==> config.mk <==
export PLATFORM = sky130hd
export DESIGN_NAME = axis_packet_reverser
export DESIGN_NICKNAME = d
export VERILOG_FILES = /design/src/rtl/axis_packet_reverser.sv
export SDC_FILE = /design/constraint.sdc
export NUM_CORES = 1
export LEC_CHECK = 0
export BUFFER_PORTS_ARGS = -buffer_cell sky130_fd_sc_hd__buf_2
export CORE_MARGIN = 8
export CORE_UTILIZATION = 60
export DETAILED_ROUTE_END_ITERATION = 10
export PLACE_DENSITY_LB_ADDON = 0.05
export SETUP_SLACK_MARGIN = 0.5
export SKIP_CTS_REPAIR_TIMING = 1
export SLEW_MARGIN = 0
export SYNTH_ARGS = -nofsm -noshare
export SYNTH_HDL_FRONTEND = slang
export SYNTH_SLANG_ARGS = --single-unit
==> constraint.sdc <==
create_clock -name aclk -period 5.15 [get_ports aclk]
set_clock_uncertainty 0.15 [all_clocks]
set_input_delay 0.2575 -clock aclk [delete_from_list [all_inputs] [get_ports aclk]]
set_output_delay 0.2575 -clock aclk [all_outputs]
set_load 0.02 [all_outputs]
==> src/rtl/axis_packet_reverser.sv <==
// Store-and-forward AXI-Stream stage: buffers one tlast-delimited packet and
// re-emits its beats in reverse order, with packet-count and truncation status.
module axis_packet_reverser #(
    parameter int data_width_p  = 32,
    parameter int max_beats_p   = 16,
    parameter int count_width_p = 16
) (
    input  logic                     aclk,
    input  logic                     aresetn,
    input  logic [data_width_p-1:0]  s_axis_tdata,
    input  logic                     s_axis_tvalid,
    input  logic                     s_axis_tlast,
    output logic                     s_axis_tready,
    output logic [data_width_p-1:0]  m_axis_tdata,
    output logic                     m_axis_tvalid,
    output logic                     m_axis_tlast,
    input  logic                     m_axis_tready,
    output logic [count_width_p-1:0] pkt_count_o,
    output logic                     trunc_o
);

    localparam int ptr_width_lp = (max_beats_p > 1) ? $clog2(max_beats_p) : 1;
    localparam logic [ptr_width_lp-1:0] last_ptr_lp = ptr_width_lp'(max_beats_p - 1);

    typedef enum logic {FILL, DRAIN} state_e;

    state_e                    state_q, state_d;
    logic [ptr_width_lp-1:0]   wr_ptr_q, wr_ptr_d;
    logic [ptr_width_lp-1:0]   rd_ptr_q, rd_ptr_d;
    logic [count_width_p-1:0]  pkt_count_q, pkt_count_d;
    logic                      trunc_q, trunc_d;
    logic [data_width_p-1:0]   mem_q [max_beats_p];
    logic [data_width_p-1:0]   mem_d [max_beats_p];
    logic                      in_fire, out_fire;

    // A beat transfers on a rising edge where valid and ready are both high;
    // valid never waits on ready, and data/last hold while valid && !ready.
    always_comb begin
        state_d       = state_q;
        wr_ptr_d      = wr_ptr_q;
        rd_ptr_d      = rd_ptr_q;
        pkt_count_d   = pkt_count_q;
        trunc_d       = trunc_q;
        mem_d         = mem_q;
        in_fire       = 1'b0;
        out_fire      = 1'b0;
        s_axis_tready = 1'b0;
        m_axis_tvalid = 1'b0;
        m_axis_tlast  = 1'b0;
        m_axis_tdata  = mem_q[rd_ptr_q];

        unique case (state_q)
            FILL: begin
                s_axis_tready = 1'b1;
                in_fire       = s_axis_tvalid;
                if (in_fire) begin
                    mem_d[wr_ptr_q] = s_axis_tdata;
                    if (s_axis_tlast || (wr_ptr_q == last_ptr_lp)) begin
                        rd_ptr_d = wr_ptr_q;
                        wr_ptr_d = '0;
                        state_d  = DRAIN;
                        // A full buffer without tlast closes the packet early.
                        if (!s_axis_tlast) begin
                            trunc_d = 1'b1;
                        end
                    end else begin
                        wr_ptr_d = wr_ptr_q + ptr_width_lp'(1);
                    end
                end
            end
            DRAIN: begin
                m_axis_tvalid = 1'b1;
                m_axis_tlast  = (rd_ptr_q == '0);
                out_fire      = m_axis_tready;
                if (out_fire) begin
                    if (rd_ptr_q != '0) begin
                        rd_ptr_d = rd_ptr_q - ptr_width_lp'(1);
                    end else begin
                        state_d     = FILL;
                        pkt_count_d = pkt_count_q + count_width_p'(1);
                    end
                end
            end
            default: begin
                state_d = FILL;
            end
        endcase

        // Outputs present the idle FILL face for the whole reset cycle.
        if (!aresetn) begin
            s_axis_tready = 1'b1;
            m_axis_tvalid = 1'b0;
            m_axis_tlast  = 1'b0;
        end
    end

    always_ff @(posedge aclk) begin
        if (!aresetn) begin
            state_q     <= FILL;
            wr_ptr_q    <= '0;
            rd_ptr_q    <= '0;
            pkt_count_q <= '0;
            trunc_q     <= 1'b0;
        end else begin
            state_q     <= state_d;
            wr_ptr_q    <= wr_ptr_d;
            rd_ptr_q    <= rd_ptr_d;
            pkt_count_q <= pkt_count_d;
            trunc_q     <= trunc_d;
        end
    end

    // Buffer contents are deliberately left unreset; the pointers decide validity.
    always_ff @(posedge aclk) begin
        mem_q <= mem_d;
    end

    assign pkt_count_o = pkt_count_q;
    assign trunc_o     = trunc_q;

endmodule

# Word-level counts from Yosys, hierarchy flattened
# Cells that the tools add are included.
# W data, S select, Z words.
# word_totals
ff_bits,538
latchBits,0
ramBits,0
rom_bits,0
input_bits,37
elab_cells,68
memories,0
# classes
add_sub_neg,3
mul,0
div_mod_pow,0
magnitude_cmp,3
eq_ne,5
n_shift,0
muxes,23
bitwise,5
n_reduce_logical,8
# op_table
op,n
$bwmux W512,1
$bmux W32 S4,1
$demux W32 S4,1
$mux W32,3
$mux W4,5
$add A16 B1 Y16 const B,1
$ge A5 B5 Y1 const B,2
$mux W1,10
$not A4 Y5,2
$pmux W4 S2,1
$reduce_and A4 Y1,2
$ne A2 B2 Y1 const B,3
$lt A5 B1 Y1 const B,1
$add A4 B1 Y4 const B,1
$eq A4 B4 Y1 const B,1
$logic_not A4 Y1,1
$reduce_bool A4 Y1,1
$sub A4 B1 Y4 const B,1
$not A1 Y1,3
$reduce_and A3 Y1,1
$ne A2 B1 Y1 const B,1
$pmux W1 S2,1
$reduce_and A2 Y1,1
$logic_and A1 B1 Y1,1
$logic_or A1 B1 Y1,1

# Logic depth before layout (Yosys ltp)
# Gate-level depths: netlist (run 1).
# depth
word_depth,6
mapped_depth,10
mapped_depth_nobuf,6

# Worst setup path before layout (run 1)
# Ideal clock, no wire load.
# synth_path
kind,flip-flop to flip-flop
startpoint,register rd_ptr_q[1]
endpoint,"register pkt_count_q[13], in the netlist pkt_count_o[13]"
setup_time_ns,0.071
arrival_ns,2.116
slack_ns,2.813
stages_incl_launch_ff,10
cell_sequence,dfxtp_1 > clkbuf_1 > clkbuf_1 > inv_1 > ha_1 > nor3b_2 > nand4_1 > buf_2 > or4_1 > a21oi_1
# synth_via
elab_chain_len,3
# synth_lines
element,line_no,rtl
"start, declared",29,"logic [ptr_width_lp-1:0] rd_ptr_q, rd_ptr_d;"
"start signal, assigned",107,rd_ptr_q <= rd_ptr_d;
$reduce_bool A4 Y1,76,if (rd_ptr_q != '0) begin
$not A1 Y1 (no source line),--,
$reduce_and A3 Y1 (no source line),--,
"end signal, assigned",108,pkt_count_q <= pkt_count_d;
"end, declared",30,"logic [count_width_p-1:0] pkt_count_q, pkt_count_d;"
# Every way passes these cells.
# A chain may end at the register's enable or synchronous reset.

# Worst setup path after layout (run 1)
# layout_path
startpoint,register rd_ptr_q[0]
endpoint,output port m_axis_tdata[20]
# layout_via
elab_chain_len,4
# layout_lines
element,line_no,rtl
$not A4 Y5 (not written as such),50,m_axis_tdata = mem_q[rd_ptr_q];
$bmux W32 S4,50,
$mux W32 (not written as such) (2 in series),50,
"end, declared",14,"output logic [data_width_p-1:0] m_axis_tdata,"
# Every way passes these cells. The select of a mux whose other input is x is not followed.

==> impl_metrics.ini, run 1 <==
[cts]
clk_pin_slew_ns = 0.06
cts-buffers-inserted = 53
root_buffer = clkbuf_16
htree_levels = 2
cts.path.max_buffers = 3
cts_tree = yes
clkSinkCount = 538
clock_latency_ns = 0.55

[final_layout]
fillCellCount = 2094
fin_util_pct = 68.73
syn2layout_area_growth_pct = 13.73
diodes = 0
final_nets = 1097
drive_gt1_share_pct = 32.39

[timing]
relSlewSlack_pct = 40.83
rsz0062_at_grt = no
setup_violations = 0
final_max_slew_viol_count = 0
fin_crit_sh_pct = 65.05
fmax_mhz = 298.5
final.setup.tns_ns = 0
finalHoldViolations = 0
worstMarginPinSlew_ns = 0.8875
min_period_ns = 3.350

[detailed_routing]
routed_via_density = 6.296
ant_nets = 0
drtIter0Drc = 842
routed-via-count = 9727
drcViolationCount = 0
wl_um = 43450
firstDrtPassIters = 5
wl_per_cell_um = 28.12

[synthesis]
synth-seq-area-share_pct = 76.71
synth_nets = 943
synth_area_um2 = 20720
ys_async_sr_fraction_pct = 0
synth-main-ff-cell = edfxtp_1
synth_warnings = 0
synth_edf_count = 512
ys_seq_elements = 538
netlist_instances = 899
syn_area_per_cell_um2 = 23.05
synth_cell_types = 42

[critical_path]
cp-end-kind = output port
arrival_ns = 2.94
rrSetupSlack_ns = 2.31
path_max_fanout = 44
path_class = flop to output port
cp-start-kind = flop
worstPathRequired_ns = 4.74

[pwr]
p_per_area_nw_per_um2 = 373.0
power.leakage_nw = 7.413
peakVddDrop_mv = 0.3536

[placement]
dp_hpwl_um = 22250
globalplace.congestion = 0.8552
io_buffers = 88

[job]
cap_violations = 0

[die]
die_area_um2 = 40740
die_x_um = 201.8
initial_core_util_pct = 60.43
die_h_um = 201.8
ios = 89
rows = 68
core-area_um2 = 34290

[global_routing]
grt_pass1_vias = 10170
grt_pass1_wl_um = 64800
grtUsageTotal_pct = 21.35
overflow = 0
antenna_found_initial = 0
grt_max_degree = 131

[worst_hold_path]
hold_path_class = input pin to flop

[outcome]
run_status = complete, no violations
[routing by layer]
layer | GRT usage, % | up-vias | share of wire [%]
met5 | 0 | - | 0
met4 | 5.087 | 0 | 1.8
met3 | 3.506 | 64 | 5.5
met2 | 37.01 | 335 | 52
met1 | 28.29 | 5198 | 41
li1 | - | 4130 | -
[critical path, stage by stage (launching register included)]
cell and delay, ns:
dfxtp_4 0.35, buf_4 0.69, mux4_2 0.60, mux4_2 0.53, buf_2 0.19
[synth_stat cells (3+ instances only)]
cell        n  area [um2]
nand2_1    18       67.56
o31ai_1     8       60.06
buf_6      11       123.9
nor2_1     15       56.30
nor3_1      3       15.01
xnor2_1     5       43.79
edfxtp_1  512       15370
dfxtp_1    26       520.5
and2_1     12       75.07
mux2i_1     3       30.03
buf_2      10       50.05
and3_1      7       43.79
or4_1       8       60.06
buf_1       4       15.01
clkbuf_1   22       82.58
ha_1        7       87.58
mux4_2    160        3603
nand4_1     3       18.77
nand3_1     7       35.03
o21ai_0     5       25.02
a21oi_1    18       90.09
nand2b_1    4       25.02
inv_1       9       33.78
[cells by family (layout without fill, tap and decap cells)]
| logic type | count (synthesis) | in the layout | share of synthesized area [%] |
|---|---|---|---|
| simple gates | 90 | 90 | 2.512 |
| fa+ha+maj | 7 | 7 | 0.4227 |
| buf+inv | 57 | 248 | 1.491 |
| mux | 163 | 163 | 17.54 |
| compound gates | 39 | 39 | 1.117 |
| xor+xnor | 5 | 5 | 0.2113 |
| flops | 538 | 538 | 76.71 |
[state kept, by name (all words and copies together) (netlist names)]
register,count
mem_q,512
pkt_count_o,16
rd_ptr_q,4
state_q,1
trunc_o,1
wr_ptr_q,4
[cell type report]
cell class | count | area [um2] | area share [%]
Sequential cell | 538 | 15910 | 67.50
Multi-Input combinational cell | 304 | 4536 | 19.25
Clock buffer | 71 | 1415 | 6.005
Timing Repair Buffer | 146 | 978.4 | 4.152
Tap cell | 455 | 569.3 | 2.416
Clock inverter | 21 | 123.9 | 0.5256
Inverter | 10 | 37.54 | 0.1593
[path summary, 6_finish.rpt]
| check | start | endpoint | depth (start not counted) |
|---|---|---|---|
| max reg2reg | rd_ptr_q[1] | pkt_count_o[15] | 7 |
| min reg2reg | pkt_count_o[9] | pkt_count_o[9] | 2 |
| min | s_axis_tvalid | wr_ptr_q[1] | 4 |
| max | rd_ptr_q[0] | m_axis_tdata[20] | 4 |
[cell usage in the layout (no fill, tap or decap), drive strengths merged, types with 9 or more instances in the layout]
| cell type | instances |
|---|---|
| edfxtp | 512 |
| mux4 | 160 |
| buf | 110 |
| clkbuf | 71 |
| dlygate4sd3 | 36 |
| dfxtp | 26 |
| clkinv | 21 |
| nand2 | 18 |
| a21oi | 18 |
| nor2 | 15 |
| and2 | 12 |
| inv | 9 |
[stage by stage]
| stage | hold WS (ns) | std cells | power [mW] | instance area, um2 | setup slack (ns) |
|---|---|---|---|---|---|
| floorplan | 0.2064 | 899 | 5.230 | 20720 | 2.813 |
| global placement | 0.2956 | 1417 | 5.382 | 21670 | 2.372 |
| detailed placement | 0.3175 | 1417 | 5.402 | 21670 | 2.313 |
| CTS | -0.1158 | 1509 | 8.842 | 23200 | 1.707 |
| global route | 0.03554 | 1545 | 9.064 | 23570 | 1.589 |
| finish | 0.04350 | 1545 | 8.789 | 23570 | 1.800 |
[where the power goes]
| part | internal [mW] | total (mW) | leakage [nW] | switching, mW |
|---|---|---|---|---|
| sequential | 4.82 | 4.84 | 4.83 | 0.0150 |
| combinational | 0.214 | 0.492 | 1.83 | 0.278 |
| clock | 1.96 | 3.46 | 0.748 | 1.50 |
| total | 7.00 | 8.79 | 7.41 | 1.79 |
Note: power is estimated with default switching activity, not from simulation.
==> run 2: changes to the inputs <==
Clock period 5.15 ns to 3.4 ns, I/O delays scaled along.
==> impl_metrics.ini, run 2 (synthesized netlist as in run 1, its figures left out) <==
[placement]
globalplace.congestion = 0.7749
dp_cells = 1424
io_buffers = 88
preCtsSetupSlack_ns = 0.5791
dp_hpwl_um = 24040

[critical_path]
cp-end-kind = output port
path_cells = clkbuf_4 -> buf_4 -> mux4_2 -> mux4_2 -> buf_2
cpPeakStageDelay_ns = 0.53
worstPathRequired_ns = 3.08
cp-start-kind = flop
crit_top_cell = mux4_2
arrival_ns = 2.63
crit_path_top_delay_cell = mux4_2
path_class = flop to output port
path_max_fanout = 8

[timing]
worstMarginPinSlew_ns = 0.9656
finalHoldViolations = 0
relSlewSlack_pct = 35.63
final.setup.tns_ns = 0
min_period_ns = 2.950
setup_violations = 0
layout_setup_ws_ns = 0.4504
rsz0062_at_grt = yes
fin_crit_sh_pct = 86.75
final_max_slew_viol_count = 0
fmax_mhz = 339.0

[final_layout]
multi_input_area_um2 = 4536
diodes = 0
fin_util_pct = 70.54
final_cell_mix = edfxtp_1, mux4_2, buf_2
final_nets = 1128
layout_commonest_cell = edfxtp_1
regMostFlops = mem_q
fin_cells = 1579
largest_register_ffs = 512
fillCellCount = 2048
drive_gt1_share_pct = 35.05
seqCellArea_um2 = 15910
syn2layout_area_growth_pct = 16.73

[detailed_routing]
firstDrtPassIters = 5
routed-via-count = 9909
wl_per_cell_um = 27.94
routed_via_density = 6.275
drcViolationCount = 0
ant_nets = 0
wl_um = 44120
drtIter0Drc = 704

[global_routing]
busiest_layer = met2
antenna_found_initial = 0
grt_util_met3_pct = 3.458
grtUsageTotal_pct = 20.98
grtUsageMet1_pct = 28.30
use_met2_pct = 35.79
grt_max_degree = 52
overflow = 0
grt_pass1_wl_um = 63690
grt_pass1_vias = 10050

[worst_hold_path]
hold_path_class = flop to flop

[pwr]
p_per_area_nw_per_um2 = 558.2
peakVddDrop_mv = 0.4306
power.leakage_nw = 7.687
power.total_mw = 13.50

[cts]
clkSinkCount = 538
clock_latency_ns = 0.56
htree_levels = 2
root_buffer = clkbuf_16
cts.path.max_buffers = 3
cts-buffers-inserted = 52
cts_tree = yes
clk_pin_slew_ns = 0.06

[job]
cap_violations = 0

[die]
initial_core_util_pct = 60.43
die_h_um = 201.8
ios = 89
core-area_um2 = 34290
rows = 68
die_area_um2 = 40740
die_x_um = 201.8

[outcome]
run_status = complete, no violations
## run 2: changes by cell type in the layout (fill, tap and decap cells not counted), sizes merged
cell	change
clkinvlp	+3
dlygate4sd3	+1
clkinv	+2
buf	+27
bufinv	+1
## run 2: area by class of cell
| class | count | area share, % |
|---|---|---|
| inverters | 10 | 0.1552 |
| multi-input cells | 304 | 18.75 |
| flip-flops and latches | 538 | 65.77 |
| clock buffers | 67 | 5.789 |
| well taps | 455 | 2.354 |
| repair buffers | 178 | 6.373 |
| clock inverters | 27 | 0.8070 |
## run 2: where the power goes
group	internal (mW)	switching, mW	total, mW
clock network	3.05	2.32	5.37
logic	0.365	0.428	0.793
registers	7.30	0.0392	7.34
total	10.7	2.78	13.5
## run 2: path summary, 6_finish.rpt
check	startpoint	to	slack, ns	cells after the start
worst min-delay path	pkt_count_o[15]	pkt_count_o[15]	0.35	2
worst max register to register	state_q	mem_q[449]	0.81	4
worst min register to register	pkt_count_o[15]	pkt_count_o[15]	0.35	2
worst max-delay path	rd_ptr_q[0]	m_axis_tdata[31]	0.45	5
## run 2: critical path, delay by kind of cell (launching register included)
kind | cells | cell delay, ns
buf+inv | 3 | 0.58
flops | 1 | 0.48
mux | 2 | 1.01
## run 2: per-stage QoR
stage	hold slack [ns]	instance area (um2)
floorplan	0.1189	20720
global placement	0.2921	21910
detailed placement	0.3204	21910
CTS	-0.2184	23500
global route	0.3739	24190
finish	0.3517	24190
## run 2: per-layer routing
layer	part of all wire, %	vias to the layer above
li1	-	4199
met1	40	5277
met2	52	366
met3	5.8	67
met4	2.0	0
met5	0	-
==> run 3: changes to the inputs <==
Settings changed: PLACE_DENSITY from default to 0.78, PLACE_DENSITY_LB_ADDON 0.05 to default.
Clock period 3.4 ns to 3.7 ns, I/O delays scaled along.
==> impl_metrics.ini, run 3 (synthesized netlist as in run 1, its figures left out) <==
[outcome]
run_status = complete, no violations

[cts]
clk_pin_slew_ns = 0.06
clock_latency_ns = 0.56
cts_tree = yes
clkSinkCount = 538
htree_levels = 2
root_buffer = clkbuf_16
cts-buffers-inserted = 52
cts.path.max_buffers = 3

[final_layout]
drive_gt1_share_pct = 34.65
syn2layout_area_growth_pct = 15.61
final_cell_mix = edfxtp_1, mux4_2, buf_2
regMostFlops = mem_q
diodes = 0
largest_register_ffs = 512
fin_cells = 1569
final_nets = 1121
design_area_um2 = 23960
layout_commonest_cell = edfxtp_1

[detailed_routing]
drcViolationCount = 0
routed_via_density = 6.368
routed-via-count = 9992
ant_nets = 0
wl_um = 45990
drtIter0Drc = 962
wl_per_cell_um = 29.31
firstDrtPassIters = 5

[critical_path]
arrival_ns = 2.81
r2r_start = state_q
reg2reg_depth = 4
path_max_fanout = 39
cpPeakStageDelay_ns = 0.73
path_class = flop to output port
rrSetupSlack_ns = 0.93
crit_top_cell = mux4_2
cp-start-kind = flop
crit_buf_inv = 2
crit_family = multiplexers
crit_path_top_delay_cell = dfxtp_4
cp-end-kind = output port
critPathLaunch = rd_ptr_q[1]
path_cells = buf_12 -> mux4_2 -> mux4_2 -> buf_2
worstPathRequired_ns = 3.37
regToRegEndpoint = mem_q[417]

[timing]
worstMarginPinSlew_ns = 0.8995
fmax_mhz = 317.8
setup_violations = 0
relSlewSlack_pct = 40.04
final_max_slew_viol_count = 0
finalHoldViolations = 0
fin_crit_sh_pct = 85.04
final.setup.tns_ns = 0
rsz0062_at_grt = no
min_period_ns = 3.146

[worst_hold_path]
min_delay_path_depth = 2
min_from = pkt_count_o[15]
hold_path_class = flop to flop
worstHoldEndpoint = pkt_count_o[15]

[die]
die_h_um = 201.8
die_x_um = 201.8
core-area_um2 = 34290
rows = 68
ios = 89
initial_core_util_pct = 60.43
die_area_um2 = 40740

[global_routing]
antenna_found_initial = 0
grt_max_degree = 59
grt_pass1_vias = 10350
grtUsageTotal_pct = 22.21
overflow = 0
grt_pass1_wl_um = 66620

[pwr]
power.leakage_nw = 7.611
peakVddDrop_mv = 0.6055
power.total_mw = 12.57
p_per_area_nw_per_um2 = 524.6

[placement]
io_buffers = 88
place_area_um2 = 21820
dp_hpwl_um = 24290
dp_cells = 1427
globalplace.congestion = 0.7721

[job]
cap_violations = 0
[run 3: per-stage QoR]
step / setup WS (ns) / util, % / hold WS [ns]
2_1_floorplan: 1.363 / - / 0.1339
5_1_grt: 0.5083 / 69.87 / 0.3802
3_5_place_dp: 0.8778 / 63.63 / 0.3081
4_1_cts: 0.2638 / 68.37 / -0.1863
6_report: 0.5537 / 69.87 / 0.3411
3_3_place_gp: 0.9016 / 63.63 / 0.3012
[run 3: worst min-delay path: stages (launching register included)]
cell,delay (ns)
dfxtp_1,0.32
o31ai_1,0.06
a21oi_1,0.06
[run 3: worst max-delay path by stage]
stage,depth (start not counted),end,slack (ns)
2_1_floorplan,9,pkt_count_o[13],1.36
3_3_place_gp,4,m_axis_tdata[20],0.90
3_5_place_dp,4,m_axis_tdata[20],0.88
4_1_cts,4,m_axis_tdata[20],0.26
5_1_grt,4,m_axis_tdata[31],0.51
6_report,4,m_axis_tdata[31],0.55
[run 3: layer usage]
metal  up-vias  share of wire [%]  global-route usage [%]
met5         -                  0                       0
met4         0                2.3                   7.096
met3        86                7.4                   3.987
met2       483                 52                   37.58
met1      5240                 38                   29.27
li1       4183                  -                       -
[run 3: layout make-up]
type / count / area, um2
clock buffer: 63 / 1364
clock inverter: 28 / 261.5
fill: 1977 / 10330
inverter: 10 / 37.54
multi-input combinational: 304 / 4536
sequential: 538 / 15910
tap: 455 / 569.3
timing repair buffer: 171 / 1281
[run 3: report_power, final]
part	switching [mW]	internal [mW]	leakage, nW
Sequential	0.0398	6.71	4.83
Combinational	0.389	0.319	1.99
Clock	2.16	2.96	0.787
Total	2.59	9.98	7.61
